<file path="src/rtl/sat_event_monitor_if.sv">
// Saturation-flag event and host read bundle for sat_event_monitor; irq member exists only with SAT_MON_IRQ_EN.
// Latency: none (wires only). Backpressure: none; rd_req is dropped while a read is outstanding.
// master = flag source and host, slave = monitor.
interface sat_event_monitor_if #(
    parameter int CNT_WIDTH = 8
);
    logic                 ev_valid;
    logic                 out_10;
    logic                 out_01;
    logic                 out_00;
    logic                 out_11;
    logic                 rd_req;
    logic [1:0]           rd_sel;
    logic                 rd_ack;
    logic [CNT_WIDTH-1:0] rd_data;
    logic [3:0]           sticky;
`ifdef SAT_MON_IRQ_EN
    logic                 irq;
`endif

    modport master (
        output ev_valid, out_10, out_01, out_00, out_11, rd_req, rd_sel,
        input  rd_ack, rd_data, sticky
`ifdef SAT_MON_IRQ_EN
        , input irq
`endif
    );

    modport slave (
        input  ev_valid, out_10, out_01, out_00, out_11, rd_req, rd_sel,
        output rd_ack, rd_data, sticky
`ifdef SAT_MON_IRQ_EN
        , output irq
`endif
    );
endinterface

</file>
<file path="src/rtl/sat_event_monitor.sv">
// Saturating per-flag event counters with sticky bits and a req/ack host read port; optional irq via SAT_MON_IRQ_EN.
// Latency: rd_req at cycle N gives rd_ack/rd_data at N+1; irq follows the counters by one cycle.
// Backpressure: none; events are never stalled, rd_req during the ack cycle is dropped without queueing.
module sat_event_monitor #(
    parameter int CNT_WIDTH = 8,
    parameter int CLR_ON_RD = 1
`ifdef SAT_MON_IRQ_EN
    , parameter int THRESH  = 16
`endif
) (
    input  logic                 clk,
    input  logic                 rst,
    sat_event_monitor_if.slave   bus
);
    typedef enum logic {IDLE, ACK} state_t;

    localparam logic [CNT_WIDTH-1:0] CNT_MAX = '1;

    state_t               state;
    logic [CNT_WIDTH-1:0] cnt [4];
    logic [3:0]           ev;
    logic [3:0]           clr;
    logic [3:0]           sticky_q;
    logic                 rd_ack_q;
    logic [CNT_WIDTH-1:0] rd_data_q;

    assign ev = {4{bus.ev_valid}} & {bus.out_11, bus.out_00, bus.out_01, bus.out_10};

    always_comb begin
        clr = '0;
        if (CLR_ON_RD != 0 && state == IDLE && bus.rd_req)
            clr[bus.rd_sel] = 1'b1;
    end

    // An event in the same cycle as a clearing read wins: the counter restarts at 1.
    always_ff @(posedge clk or posedge rst) begin
        if (rst) begin
            for (int k = 0; k < 4; k++)
                cnt[k] <= '0;
            sticky_q <= '0;
        end else begin
            for (int k = 0; k < 4; k++) begin
                if (ev[k]) begin
                    if (clr[k])
                        cnt[k] <= CNT_WIDTH'(1);
                    else if (cnt[k] != CNT_MAX)
                        cnt[k] <= cnt[k] + 1'b1;
                    sticky_q[k] <= 1'b1;
                end else if (clr[k]) begin
                    cnt[k]      <= '0;
                    sticky_q[k] <= 1'b0;
                end
            end
        end
    end

    always_ff @(posedge clk or posedge rst) begin
        if (rst) begin
            state     <= IDLE;
            rd_ack_q  <= 1'b0;
            rd_data_q <= '0;
        end else begin
            case (state)
                IDLE: begin
                    rd_ack_q <= 1'b0;
                    if (bus.rd_req) begin
                        rd_data_q <= cnt[bus.rd_sel];
                        rd_ack_q  <= 1'b1;
                        state     <= ACK;
                    end
                end
                ACK: begin
                    rd_ack_q <= 1'b0;
                    state    <= IDLE;
                end
                default: begin
                    rd_ack_q <= 1'b0;
                    state    <= IDLE;
                end
            endcase
        end
    end

    assign bus.rd_ack  = rd_ack_q;
    assign bus.rd_data = rd_data_q;
    assign bus.sticky  = sticky_q;

`ifdef SAT_MON_IRQ_EN
    logic [3:0] over;
    logic       irq_q;

    always_comb begin
        over = '0;
        for (int k = 0; k < 4; k++)
            over[k] = {{(32-CNT_WIDTH){1'b0}}, cnt[k]} >= 32'(THRESH);
    end

    always_ff @(posedge clk or posedge rst) begin
        if (rst)
            irq_q <= 1'b0;
        else
            irq_q <= |over;
    end

    assign bus.irq = irq_q;
`endif
endmodule
</file>
<file path="src/flat_wrapper.sv">
// flat-port wrapper written by rule: the top's interface ports become plain ports
module sat_event_monitor_flat 
#(
    parameter int CNT_WIDTH = 8,
    parameter int CLR_ON_RD = 1

)
  (clk, rst, bus_ev_valid, bus_out_10, bus_out_01, bus_out_00, bus_out_11, bus_rd_req, bus_rd_sel, bus_rd_ack, bus_rd_data, bus_sticky);
  sat_event_monitor_if #(.CNT_WIDTH(CNT_WIDTH)) bus_i ();
  input  logic clk;
  input  logic rst;
  input wire logic [$bits(bus_i.ev_valid)-1:0] bus_ev_valid;
  input wire logic [$bits(bus_i.out_10)-1:0] bus_out_10;
  input wire logic [$bits(bus_i.out_01)-1:0] bus_out_01;
  input wire logic [$bits(bus_i.out_00)-1:0] bus_out_00;
  input wire logic [$bits(bus_i.out_11)-1:0] bus_out_11;
  input wire logic [$bits(bus_i.rd_req)-1:0] bus_rd_req;
  input wire logic [$bits(bus_i.rd_sel)-1:0] bus_rd_sel;
  output wire logic [$bits(bus_i.rd_ack)-1:0] bus_rd_ack;
  output wire logic [$bits(bus_i.rd_data)-1:0] bus_rd_data;
  output wire logic [$bits(bus_i.sticky)-1:0] bus_sticky;
  assign bus_i.ev_valid = bus_ev_valid;
  assign bus_i.out_10 = bus_out_10;
  assign bus_i.out_01 = bus_out_01;
  assign bus_i.out_00 = bus_out_00;
  assign bus_i.out_11 = bus_out_11;
  assign bus_i.rd_req = bus_rd_req;
  assign bus_i.rd_sel = bus_rd_sel;
  assign bus_rd_ack = bus_i.rd_ack;
  assign bus_rd_data = bus_i.rd_data;
  assign bus_sticky = bus_i.sticky;
  sat_event_monitor #(.CNT_WIDTH(CNT_WIDTH), .CLR_ON_RD(CLR_ON_RD)) u_core (.clk(clk), .rst(rst), .bus(bus_i));
endmodule
</file>
<file path="config.mk">
export PLATFORM = sky130hd
export DESIGN_NAME = sat_event_monitor_flat
export DESIGN_NICKNAME = d
export VERILOG_FILES = /design/src/rtl/sat_event_monitor_if.sv /design/src/rtl/sat_event_monitor.sv /design/src/flat_wrapper.sv
export SDC_FILE = /design/constraint.sdc
export NUM_CORES = 1
export LEC_CHECK = 0
export CORE_UTILIZATION = 54
export DETAILED_ROUTE_END_ITERATION = 6
export DONT_BUFFER_PORTS = 1
export PLACE_DENSITY = 0.83
export SKIP_LAST_GASP = 1
export SYNTH_ARGS = -nofsm -noshare
export SYNTH_HDL_FRONTEND = slang
export SYNTH_SLANG_ARGS = --single-unit
</file>
<file path="constraint.sdc">
create_clock -name clk -period 1.55 [get_ports clk]
set_input_delay 0.465 -clock clk [delete_from_list [all_inputs] [get_ports clk]]
set_output_delay 0.465 -clock clk [all_outputs]
set_load 0.01 [all_outputs]
</file>
==> results of run 1 <==
==> worst max path at each step <==
stage / from / to / slack [ns] / depth (start not counted)
6_report: u_core.cnt[21] / u_core.cnt[21] / -0.03 / 4
5_1_grt: u_core.cnt[16] / u_core.cnt[21] / -0.08 / 5
3_3_place_gp: u_core.cnt[0] / u_core.cnt[0] / 0.04 / 6
2_1_floorplan: bus_rd_sel[1] / u_core.cnt[24] / -0.02 / 4
4_1_cts: u_core.cnt[0] / u_core.cnt[0] / 0.005 / 6
3_5_place_dp: u_core.cnt[16] / u_core.cnt[21] / 0.02 / 5
==> registers in the layout (all words and copies together) (netlist names) <==
signal,cells
u_core.bus.sticky,4
u_core.state,1
u_core.cnt,32
u_core.bus.rd_data,8
==> what timing repair did <==
item,4_1_cts,5_1_grt
gates resized for setup,0,14
gates cloned,0,0
setup buffers,2,1
setup endpoints to repair,1,9
pin swaps,1,4
==> routing by layer <==
metal / vias to the layer above / part of all wire, % / wire, um / track usage [%]
met1: 1023 / 43 / 2480 / 33.1
li1: 958 / - / - / -
met4: 0 / 1.2 / 70 / 8.89
met5: - / 0 / 0 / 0
met3: 5 / 7.3 / 422 / 6.64
met2: 74 / 49 / 2810 / 41.2
==> power by group through the flow <==
| stage | registers (mW) | logic, mW | clock network, mW |
|---|---|---|---|
| finish | 1.65 | 0.831 | 0.687 |
| detailed placement | 1.66 | 0.764 | 0 |
| global route | 1.68 | 0.925 | 0.754 |
| floorplan | 1.62 | 0.515 | 0 |
| CTS | 1.63 | 0.794 | 0.711 |
| global placement | 1.64 | 0.726 | 0 |
==> cell usage after synthesis (3+ instances only) <==
master	count	area [um2]
or4_1	3	22.5
mux4_2	8	180
dfrtp_1	45	1130
buf_2	6	30.0
nand4_1	7	43.8
o41ai_1	3	26.3
mux2_2	8	90.1
nand2_1	23	86.3
a31oi_1	11	68.8
nand3_1	13	65.1
xnor2_1	5	43.8
nor3_1	6	30.0
ha_1	4	50.1
mux2i_1	3	30.0
nor2_1	17	63.8
a21oi_1	9	45.0
and3_1	4	25.0
o211ai_1	4	30.0
o21ai_0	7	35.0
nor4_1	3	18.8
inv_1	10	37.5
==> placed cells by master (no fill, tap or decap), types with 6 or more instances in the layout <==
master   synthesis  layout
nor3_1           6       6
dfrtp_1         45      42
nand2_1         23      23
nor2_1          17      17
o21ai_0          7       6
nand3_1         13      13
mux2_2           8       8
inv_1           10       9
a21oi_1          9       8
buf_4            1      29
mux4_2           8       8
a31oi_1         11      11
nand4_1          7       7
==> cell families (layout without fill, tap and decap cells) <==
family	after synthesis	count (layout)
AO/OA/AOI/OAI	49	49
XOR/XNOR	7	7
adder cells (fa/ha/maj)	4	4
buffers and inverters	19	48
flip-flops	45	45
multiplexers	20	20
AND/OR/NAND/NOR	95	95
==> final cells by class <==
class	instances	area, um2
fill	330	1510
multi-input combinational	175	1350
sequential	45	1130
timing repair buffer	30	238
clock buffer	6	72.6
tap	52	65.1
inverter	10	37.5
clock inverter	2	10.0
==> stage by stage <==
step / utilization, % / worst slack, ns / TNS [ns]
2_1_floorplan: - / -0.0216 / -0.0343
3_3_place_gp: 62.3 / 0.0433 / 0
3_5_place_dp: 62.3 / 0.0163 / 0
4_1_cts: 64.5 / 0.00537 / 0
5_1_grt: 65.8 / -0.0800 / -0.119
6_report: 65.8 / -0.0263 / -0.0263
==> results.rst, run 1 <==
.. list-table::
   :header-rows: 1

   * - Metric
     - Value
   * - Largest fanout of any net on the critical path
     - 4
   * - Routed wire per std cell
     - 18.1 um
   * - Leakage power figure
     - 1.25 nW
   * - TritonCTS clock tree
     - built
   * - Peak clock frequency supported by timing
     - 634 MHz
   * - Worst setup SP type
     - flop
   * - Worst path setup slack after routing
     - -0.0263 ns
   * - Final Routed Wirelength
     - 5780 um
   * - Total DRC errors in the routed layout
     - 0
   * - Kind of path behind the tightest hold check
     - input pin to asynchronous set/reset pin
   * - Congestion Overflow GR
     - 0
   * - Synth cell types
     - 49
   * - Root buf cell
     - clkbuf_8
   * - P&R area growth vs syn
     - 15.0%
   * - Final worst path period share
     - 102%
   * - Maxcap violations
     - 0
   * - Final setup fails
     - 1
   * - Final estimated routing congestion in global placement
     - 0.907
   * - Die outline area
     - 0.00496 mm2
   * - Cells along the critical path
     - and4_1 > a211o_1 > or3_4 > a21oi_2
   * - Detailed-route via count
     - 2060
   * - Violations in the final reports
     - setup timing
   * - Filler-free cell count of the finished design
     - 320
   * - Data arrival time of the critical path
     - 1.81 ns
   * - Vias in the first global route
     - 1982
   * - Post-synthesis compound-gate area fraction
     - 13.7%
   * - Clk Latency, worst-skew pair
     - 0.30 ns
   * - Worst setup slack for register-to-register paths
     - -0.03 ns
   * - Number of warnings printed during yosys synthesis
     - 0
   * - Endpoint of the lowest-slack register-to-register path
     - u_core.cnt[21]
   * - CTS Hold Bufs
     - 0
   * - Mux cell area share after synthesis
     - 12.5%
   * - Detailed-router iteration count before antenna repair
     - 5
   * - Cell count after synthesis
     - 239
   * - Proportion of power drawn by flip-flops and latches
     - 52.2%
   * - Cell depth of the worst flop-to-flop path
     - 4
   * - Number of buffer and inverter instances along the worst setup path
     - 0
   * - Final Instance Area
     - 0.00291 mm2
   * - Adder and majority cell fraction of the synthesized area
     - 1.98%
   * - R2r startpoint
     - u_core.cnt[21]
   * - Number of synthesized flops with an enable pin
     - 0
   * - Clock network fraction of design power
     - 21.6%
   * - Die span in x
     - 70.4 um
   * - Internal power
     - 2.13 mW
   * - Number of placed instances with taps included
     - 309
   * - RSZ-0062 raised after global routing
     - yes
   * - Final HPWL from detailed placement
     - 4280 um
   * - Combinational family with the most area after synthesis
     - simple AND/OR/NAND/NOR gates
   * - Syn Std Cell Area
     - 0.00253 mm2
   * - Avg Cell Area, Syn
     - 10.6 um2
   * - Switching fraction of total power
     - 32.7%
   * - Max Slew Vio Count
     - 0
   * - Slew @ Worst Pin
     - 0.418 ns
   * - Wire length of the first global-routing pass
     - 9690 um
   * - Number of port buffers
     - 0
   * - # H-tree levels
     - 2
   * - Placed Area
     - 0.00275 mm2
   * - Starting Density
     - 57.3%
   * - Number of DRC violations after detailed-routing iteration 0
     - 179
   * - Total power
     - 3.17 mW
   * - Dominant register cell in the synthesized netlist
     - dfrtp_1
   * - Combinational power share
     - 26.2%
   * - Xor/xnor cell area share of the yosys netlist
     - 2.43%
   * - Worst voltage drop across the vdd grid
     - 0.000849 V
   * - Fraction of layout cells with a size suffix above 1
     - 27.6%
   * - Kind of end point of the critical path
     - flop
   * - Result of the run
     - finished, violations left
   * - Path type of the worst setup path
     - flop to flop
   * - Antenna violations before repair
     - 0
   * - Sequential fraction of the synthesis area
     - 44.6%
   * - Power Density
     - 1090 mW/mm2
   * - ANT cells
     - 0
   * - Slew Limit Headroom
     - 71.9%
   * - TritonCTS buffer count
     - 5
   * - Worst path top cell family by delay
     - simple AND/OR/NAND/NOR gates
   * - Minimum clock period after layout
     - 1.58 ns
   * - Flip-flop and latch count after synthesis
     - 45
   * - Post-detailed-route count of antenna-violating nets
     - 0
   * - Clock sink total
     - 45
   * - Slowest cell on the critical path
     - dfrtp_1
   * - Final Net Count
     - 281
   * - Site row count
     - 24
   * - Buffers from clock root to sink, at most
     - 2
   * - Height of the die
     - 70.4 um
   * - Synth Net Count
     - 253
   * - Hold WS
     - 0.0203 ns
   * - Required @ worst endpoint
     - 1.78 ns
   * - Largest net degree at the start of global routing
     - 30
   * - Maximum cell stage delay along the critical path
     - 0.44 ns
   * - Simple-gate portion of the synthesized area
     - 21.0%
   * - Switch Pwr
     - 1.04 mW
   * - Max Clock Skew
     - 0.00722 ns
   * - Clock-pin transition on the worst setup and hold timing paths
     - 0.08 ns
   * - Final hold violations
     - 0
   * - GR Util All Layers
     - 25.5%
   * - Detail-routed via count per cell
     - 6.44
   * - Area of the core
     - 0.00441 mm2
   * - Share of synthesized flip-flops with an asynchronous set or reset
     - 100%
   * - Number of top-level design ports
     - 23
(Power assumes the default switching activity.)
==> run 2: changes to the inputs <==
--- a/config.mk
+++ b/config.mk
@@ -8,7 +8,7 @@
 export CORE_UTILIZATION = 54
 export DETAILED_ROUTE_END_ITERATION = 6
 export DONT_BUFFER_PORTS = 1
-export PLACE_DENSITY = 0.83
+export PLACE_DENSITY = 0.72
 export SKIP_LAST_GASP = 1
 export SYNTH_ARGS = -nofsm -noshare
 export SYNTH_HDL_FRONTEND = slang
==> run 2 against run 1 <==
  * The run now ends clean
  * Via count fell by 2.5%
  * Sequential share of layout area fell by 0.34 points
  * Cell area up 0.56%
  * Total power increased by 4.5%
  * Largest power group unchanged
==> results.rst, run 2 (same netlist as run 1, synthesis figures left out) <==
.. list-table::
   :header-rows: 1

   * - Metric
     - Value
   * - Height of the die
     - 70.4 um (unchanged)
   * - Most frequent standard cell in the layout excluding fill and tap cells
     - dfrtp_1
   * - Starting Density
     - 57.3% (unchanged)
   * - Max Slew Vio Count
     - 0 (unchanged)
   * - Congestion Overflow GR
     - 0 (unchanged)
   * - Clock sink total
     - 45 (unchanged)
   * - Maxcap violations
     - 0 (unchanged)
   * - Path type of the worst setup path
     - flop to flop
   * - Fraction of layout cells with a size suffix above 1
     - 26.7% (-0.92 points)
   * - Slew Limit Headroom
     - 72.9% (+1.0 points)
   * - CTS Hold Bufs
     - 0 (unchanged)
   * - Number of fill cells
     - 334 (+1.2%)
   * - TritonCTS clock tree
     - built
   * - Final HPWL from detailed placement
     - 4320 um (+1.1%)
   * - Number of DRC violations after detailed-routing iteration 0
     - 193 (+7.8%)
   * - Clock-pin transition on the worst setup and hold timing paths
     - 0.09 ns (about the same)
   * - Number of placed instances with taps included
     - 311 (+0.65%)
   * - Final Net Count
     - 280 (-0.36%)
   * - Minimum clock period after layout
     - 1.54 ns (-0.0376 ns)
   * - Final estimated routing congestion in global placement
     - 0.832 (-8.2%)
   * - Total DRC errors in the routed layout
     - 0 (unchanged)
   * - Detail-routed via count per cell
     - 6.32 (-1.9%)
   * - GR Util All Layers
     - 26.0% (+0.54 points)
   * - Final Routed Wirelength
     - 5870 um (+1.6%)
   * - Vias in the first global route
     - 2007 (+1.3%)
   * - Worst setup SP type
     - flop
   * - Top layer in use
     - met4
   * - Antenna violations before repair
     - 0 (unchanged)
   * - Number of top-level design ports
     - 23 (unchanged)
   * - Post CTS Setup Buffer Count
     - 0 (-2)
   * - Sum of routed wire segments on met1
     - 2660 um (+7.5%)
   * - # H-tree levels
     - 2 (unchanged)
   * - Area of the core
     - 0.00441 mm2 (unchanged)
   * - TritonCTS buffer count
     - 5 (unchanged)
   * - Slew @ Worst Pin
     - 0.405 ns (-0.0132 ns)
   * - Wire length of the first global-routing pass
     - 10000 um (+3.1%)
   * - Commonest cells after routing, fill and taps aside
     - dfrtp_1, buf_4, nand2_1
   * - Peak clock frequency supported by timing
     - 650 MHz (+2.4%)
   * - Site row count
     - 24 (unchanged)
   * - Buffers from clock root to sink, at most
     - 2 (unchanged)
   * - Data arrival time of the critical path
     - 1.77 ns (-0.04 ns)
   * - Detailed-route via count
     - 2009 (-2.5%)
   * - Max Clock Skew
     - 0.0126 ns (+0.00540 ns)
   * - Power Density
     - 1130 mW/mm2 (+3.9%)
   * - ANT cells
     - 0 (unchanged)
   * - Worst voltage drop across the vdd grid
     - 0.000687 V (-19%)
   * - Final hold violations
     - 0 (unchanged)
   * - Clk Latency, worst-skew pair
     - 0.30 ns (about the same)
   * - Largest net degree at the start of global routing
     - 46 (+53%)
   * - Required @ worst endpoint
     - 1.78 ns (about the same)
   * - Met3 routed WL
     - 236 um (-44%)
   * - Final worst path period share
     - 99.3% (-2.4 points)
   * - Die outline area
     - 0.00496 mm2 (unchanged)
   * - Kind of end point of the critical path
     - flop
   * - Largest fanout of any net on the critical path
     - 3 (-1)
   * - Final setup fails
     - 0 (-1)
   * - Flip-flop and latch area
     - 0.00113 mm2 (-0.33%)
   * - Die span in x
     - 70.4 um (unchanged)
   * - Number of port buffers
     - 0 (unchanged)
   * - Result of the run
     - finished clean
   * - Final TNS setup
     - 0 ns (+0.0263 ns)
   * - DR WL met2
     - 2870 um (+2.0%)
   * - Routed wire per std cell
     - 18.5 um (+2.2%)
   * - Filler-free cell count of the finished design
     - 318 (-0.63%)
   * - Post-layout utilization of the core
     - 66.2% (+0.37 points)
   * - Root buf cell
     - clkbuf_8
   * - Leakage power figure
     - 1.25 nW (+0.33%)
   * - P&R area growth vs syn
     - 15.6%
   * - Max reg flops
     - 32 (unchanged)
   * - Post-detailed-route count of antenna-violating nets
     - 0 (unchanged)
   * - Area of the multi-input gates
     - 0.00136 mm2 (+0.46%)
   * - Kind of path behind the tightest hold check
     - input pin to asynchronous set/reset pin
   * - Detailed-router iteration count before antenna repair
     - 4 (-1)
   * - Register ranked first by flip-flop count
     - u_core.cnt
[run 2: repair_timing]
action | 4_1_cts | 5_1_grt
pin swaps | 0 | 1
gates resized for setup | 1 | 12
setup endpoints to repair | 1 | 10
[run 2: area by class of cell]
| class | count | share of cell area (%) |
|---|---|---|
| clock inverters | 2 | 1.20 |
| flip-flops and latches | 45 | 38.5 |
| multi-input cells | 175 | 46.5 |
| well taps | 52 | 2.23 |
| clock buffers | 5 | 2.35 |
| inverters | 10 | 1.28 |
| repair buffers | 29 | 7.88 |
[run 2: stage by stage]
step                      total power, mW  hold slack, ns  setup slack [ns]  area [um2]
after CTS                            3.30          0.0836            0.0296        2870
final                                3.32          0.0689            0.0113        2920
after floorplan                      2.13           0.488           -0.0216        2550
after detailed placement             2.44           0.406            0.0111        2770
after global routing                 3.49          0.0967           -0.0222        2920
after global placement               2.40           0.409            0.0586        2770
[run 2: final timing paths]
kind	from	to	slack, ns	cells past startpoint
setup reg to reg	u_core.cnt[21]	u_core.cnt[21]	0.01	4
max in group asynchronous	rst	u_core.cnt[4]	1.26	2
setup / recovery	u_core.cnt[21]	u_core.cnt[21]	0.01	4
min in group clk	bus_ev_valid	u_core.cnt[25]	0.31	2
hold reg to reg	u_core.bus.sticky[1]	u_core.bus.sticky[1]	0.55	2
hold / removal	rst	u_core.bus.rd_data[7]	0.07	2
[run 2: critical path: stages (launching register included)]
cell and delay (ns):
dfrtp_1 0.41, and4_1 0.25, a211o_1 0.33, or3_4 0.35, a21oi_2 0.14
[run 2: metal layers]
layer,up-vias,global-route usage [%]
li1,963,-
met1,981,36.6
met3,10,4.91
met5,-,0
met2,55,41.1
met4,0,7.78
[run 2: report_power, final]
group          switching (mW)  internal, mW
sequential              0.270          1.38
clock                   0.397         0.469
combinational           0.382         0.416
==> run 3: changes to the inputs <==
--- a/config.mk
+++ b/config.mk
@@ -5,10 +5,9 @@
 export SDC_FILE = /design/constraint.sdc
 export NUM_CORES = 1
 export LEC_CHECK = 0
-export CORE_UTILIZATION = 54
+export CORE_UTILIZATION = 52
 export DETAILED_ROUTE_END_ITERATION = 6
-export DONT_BUFFER_PORTS = 1
-export PLACE_DENSITY = 0.72
+export PLACE_DENSITY = 0.76
 export SKIP_LAST_GASP = 1
 export SYNTH_ARGS = -nofsm -noshare
 export SYNTH_HDL_FRONTEND = slang
==> run 3 against run 2 <==
  * The flow now finishes with violations (setup timing)
  * Hold slack better by 0.41 ns
  * Clock skew is 0.0057 ns lower
  * First-iteration DRC count is 4.7% higher
  * Wire length is 18% higher
  * Clock-buffer cell count is 2 higher
  * Maximum frequency is 2.4% lower
  * Global-route usage is 2.5 points higher
  * Worst setup slack worse by 0.037 ns
  * Die area is 3.7% higher
  * Highest routed layer unchanged
==> results.rst, run 3 (same netlist as run 1, synthesis figures left out) <==
.. list-table::
   :header-rows: 1

   * - Metric
     - Value
   * - Commonest cells after routing, fill and taps aside
     - buf_4, dfrtp_1, nand2_1
   * - Worst path setup slack after routing
     - -0.0258 ns (-0.0371 ns)
   * - Final worst path period share
     - 102% (+2.4 points)
   * - Number of top-level design ports
     - 23 (unchanged)
   * - Detail-routed via count per cell
     - 6.28 (-0.67%)
   * - Minimum clock period after layout
     - 1.58 ns (+0.0371 ns)
   * - Largest net degree at the start of global routing
     - 46 (unchanged)
   * - Die span in x
     - 71.7 um (+1.8%)
   * - Required @ worst endpoint
     - 1.74 ns (-0.04 ns)
   * - Slowest cell on the critical path
     - mux4_2
   * - Final estimated routing congestion in global placement
     - 0.856 (+2.8%)
   * - Fraction of layout cells with a size suffix above 1
     - 37.4% (+11 points)
   * - Die outline area
     - 0.00514 mm2 (+3.7%)
   * - Clk Latency, worst-skew pair
     - 0.30 ns (about the same)
   * - Largest fanout of any net on the critical path
     - 3 (unchanged)
   * - Internal power
     - 2.36 mW (+4.1%)
   * - Register ranked first by flip-flop count
     - u_core.cnt
   * - Proportion of power drawn by flip-flops and latches
     - 46.1% (-3.7 points)
   * - Result of the run
     - finished, violations left
   * - Number of placed instances with taps included
     - 357 (+15%)
   * - Buffers from clock root to sink, at most
     - 2 (unchanged)
   * - Number of port buffers
     - 22 (+22)
   * - Routed wire per std cell
     - 18.3 um (-0.65%)
   * - Clock network fraction of design power
     - 21.2% (-4.9 points)
   * - Switch Pwr
     - 1.16 mW (+11%)
   * - Site row count
     - 24 (unchanged)
   * - TritonCTS buffer count
     - 5 (unchanged)
   * - Hold-critical path endpoint
     - u_core.bus.sticky[3]
   * - Cells along the critical path
     - buf_4 > buf_4 > mux4_2 > mux2_2
   * - Post-detailed-route count of antenna-violating nets
     - 0 (unchanged)
   * - # H-tree levels
     - 2 (unchanged)
   * - Hold WS
     - 0.480 ns (+0.411 ns)
   * - Startpoint of the most critical hold path
     - u_core.bus.sticky[3]
   * - Clock sink total
     - 45 (unchanged)
   * - Wire length of the first global-routing pass
     - 11000 um (+10%)
   * - Switching fraction of total power
     - 33.0% (+1.3 points)
   * - Max Clock Skew
     - 0.00693 ns (-0.00569 ns)
   * - Violations in the final reports
     - setup timing
   * - Total power
     - 3.52 mW (+6.2%)
   * - TritonCTS clock tree
     - built
   * - Final Routed Wirelength
     - 6940 um (+18%)
   * - Kind of path behind the tightest hold check
     - flop to flop
   * - Worst Setup Slack post-DPL
     - -0.497 ns (-0.508 ns)
   * - Max reg flops
     - 32 (unchanged)
   * - RSZ-0062 raised after global routing
     - yes
   * - Clock-pin transition on the worst setup and hold timing paths
     - 0.08 ns (about the same)
   * - Area of the core
     - 0.00450 mm2 (+2.0%)
   * - Kind of end point of the critical path
     - flop
   * - Filler-free cell count of the finished design
     - 378 (+19%)
   * - Final hold violations
     - 0 (unchanged)
   * - Root buf cell
     - clkbuf_8
   * - Height of the die
     - 71.7 um (+1.8%)
   * - Most frequent standard cell in the layout excluding fill and tap cells
     - buf_4
   * - Power Density
     - 1010 mW/mm2 (-11%)
   * - Final Net Count
     - 340 (+21%)
   * - P&R area growth vs syn
     - 38.6%
   * - Slew Limit Headroom
     - 75.2% (+2.3 points)
   * - Combinational power share
     - 32.7% (+8.6 points)
   * - Number of DRC violations after detailed-routing iteration 0
     - 202 (+4.7%)
   * - Total DRC errors in the routed layout
     - 0 (unchanged)
   * - Worst setup SP type
     - flop
   * - Max Slew Vio Count
     - 0 (unchanged)
   * - Antenna violations before repair
     - 0 (unchanged)
   * - Endpoint of the lowest-slack register-to-register path
     - u_core.bus.rd_data[0]
   * - Vias in the first global route
     - 2226 (+11%)
   * - GR Util All Layers
     - 28.6% (+2.5 points)
   * - Final HPWL from detailed placement
     - 4750 um (+9.8%)
   * - Data arrival time of the critical path
     - 1.76 ns (about the same)
   * - Congestion Overflow GR
     - 0 (unchanged)
   * - Detailed-route via count
     - 2372 (+18%)
   * - Number of fill cells
     - 284 (-15%)
   * - Slew @ Worst Pin
     - 0.371 ns (-0.0338 ns)
   * - Starting Density
     - 56.1% (-1.1 points)
   * - Number of instances on the worst hold path
     - 2
   * - Cell depth of the worst flop-to-flop path
     - 4 (unchanged)
   * - ANT cells
     - 0 (unchanged)
   * - Path type of the worst setup path
     - flop to flop
   * - Maxcap violations
     - 0 (unchanged)
   * - Worst voltage drop across the vdd grid
     - 0.000614 V (-11%)
   * - Final setup fails
     - 1 (+1)
   * - Leakage power figure
     - 1.61 nW (+28%)
   * - Most Frequent Cell on Critical Path
     - buf_4
   * - Maximum cell stage delay along the critical path
     - 0.49 ns (+0.08 ns)
   * - Final TNS setup
     - -0.0258 ns (-0.0258 ns)
   * - Detailed-router iteration count before antenna repair
     - 5 (+1)
   * - R2r startpoint
     - u_core.cnt[0]
   * - Peak clock frequency supported by timing
     - 635 MHz (-2.4%)
   * - Worst setup slack for register-to-register paths
     - -0.03 ns (-0.04 ns)
[run 3: cell count changes in the layout (fill, tap and decap cells not counted), sizes merged]
cell / change
bufinv: -1
clkbuf: +4
dlygate4sd2: +15
buf: +38
dlymetal6s2s: +3
clkdlybuf4s50: +2
clkinv: -1
[run 3: power groups by stage]
stage               registers (mW)  clock network (mW)  logic (mW)
global route                  1.65               0.806        1.27
global placement              1.61                   0        1.02
finish                        1.62               0.745        1.15
detailed placement            1.62                   0        1.05
floorplan                     1.62                   0       0.515
CTS                           1.60               0.755        1.07
[run 3: worst max-delay path by stage]
stage / startpoint / end / cells after the start
CTS: u_core.state / bus_rd_ack / 1
global placement: bus_rd_sel[1] / u_core.bus.rd_data[4] / 4
floorplan: bus_rd_sel[1] / u_core.cnt[24] / 4
global route: u_core.cnt[1] / u_core.cnt[4] / 6
detailed placement: bus_ev_valid / u_core.cnt[29] / 6
finish: u_core.cnt[0] / u_core.bus.rd_data[0] / 4
[run 3: through the flow]
step,util [%],cell area [um2]
6_report,77.8,3500
5_1_grt,77.8,3500
2_1_floorplan,-,2550
4_1_cts,75.1,3380
3_5_place_dp,70.8,3190
3_3_place_gp,70.8,3190
[run 3: metal layers]
metal,global-route usage [%],up-vias,wire length (um)
li1,-,1076,-
met1,37.7,1179,2900
met2,47.3,103,3480
met3,5.06,14,393
met4,10.7,0,163
met5,0,-,0
[run 3: what timing repair did]
item / in CTS / in global routing
hold buffers: 0 / 0
cloned: 1 / 1
resized for setup: 30 / 24
setup endpoints to repair: 47 / 31
buffers inserted: 7 / 6
pin swaps: 8 / 13
[run 3: area by class of cell]
class / count / area (um2) / share of cell area [%]
tap: 52 / 65.1 / 1.86
clock buffer: 7 / 86.3 / 2.46
multi-input combinational: 175 / 1420 / 40.5
inverter: 10 / 37.5 / 1.07
timing repair buffer: 89 / 767 / 21.9
sequential: 45 / 1130 / 32.2
[run 3: worst max-delay path: cells and delay by family (launching register included)]
kind | cells | cell delay, ns
multiplexers | 2 | 0.79
flip-flops | 1 | 0.40
buffers and inverters | 2 | 0.27
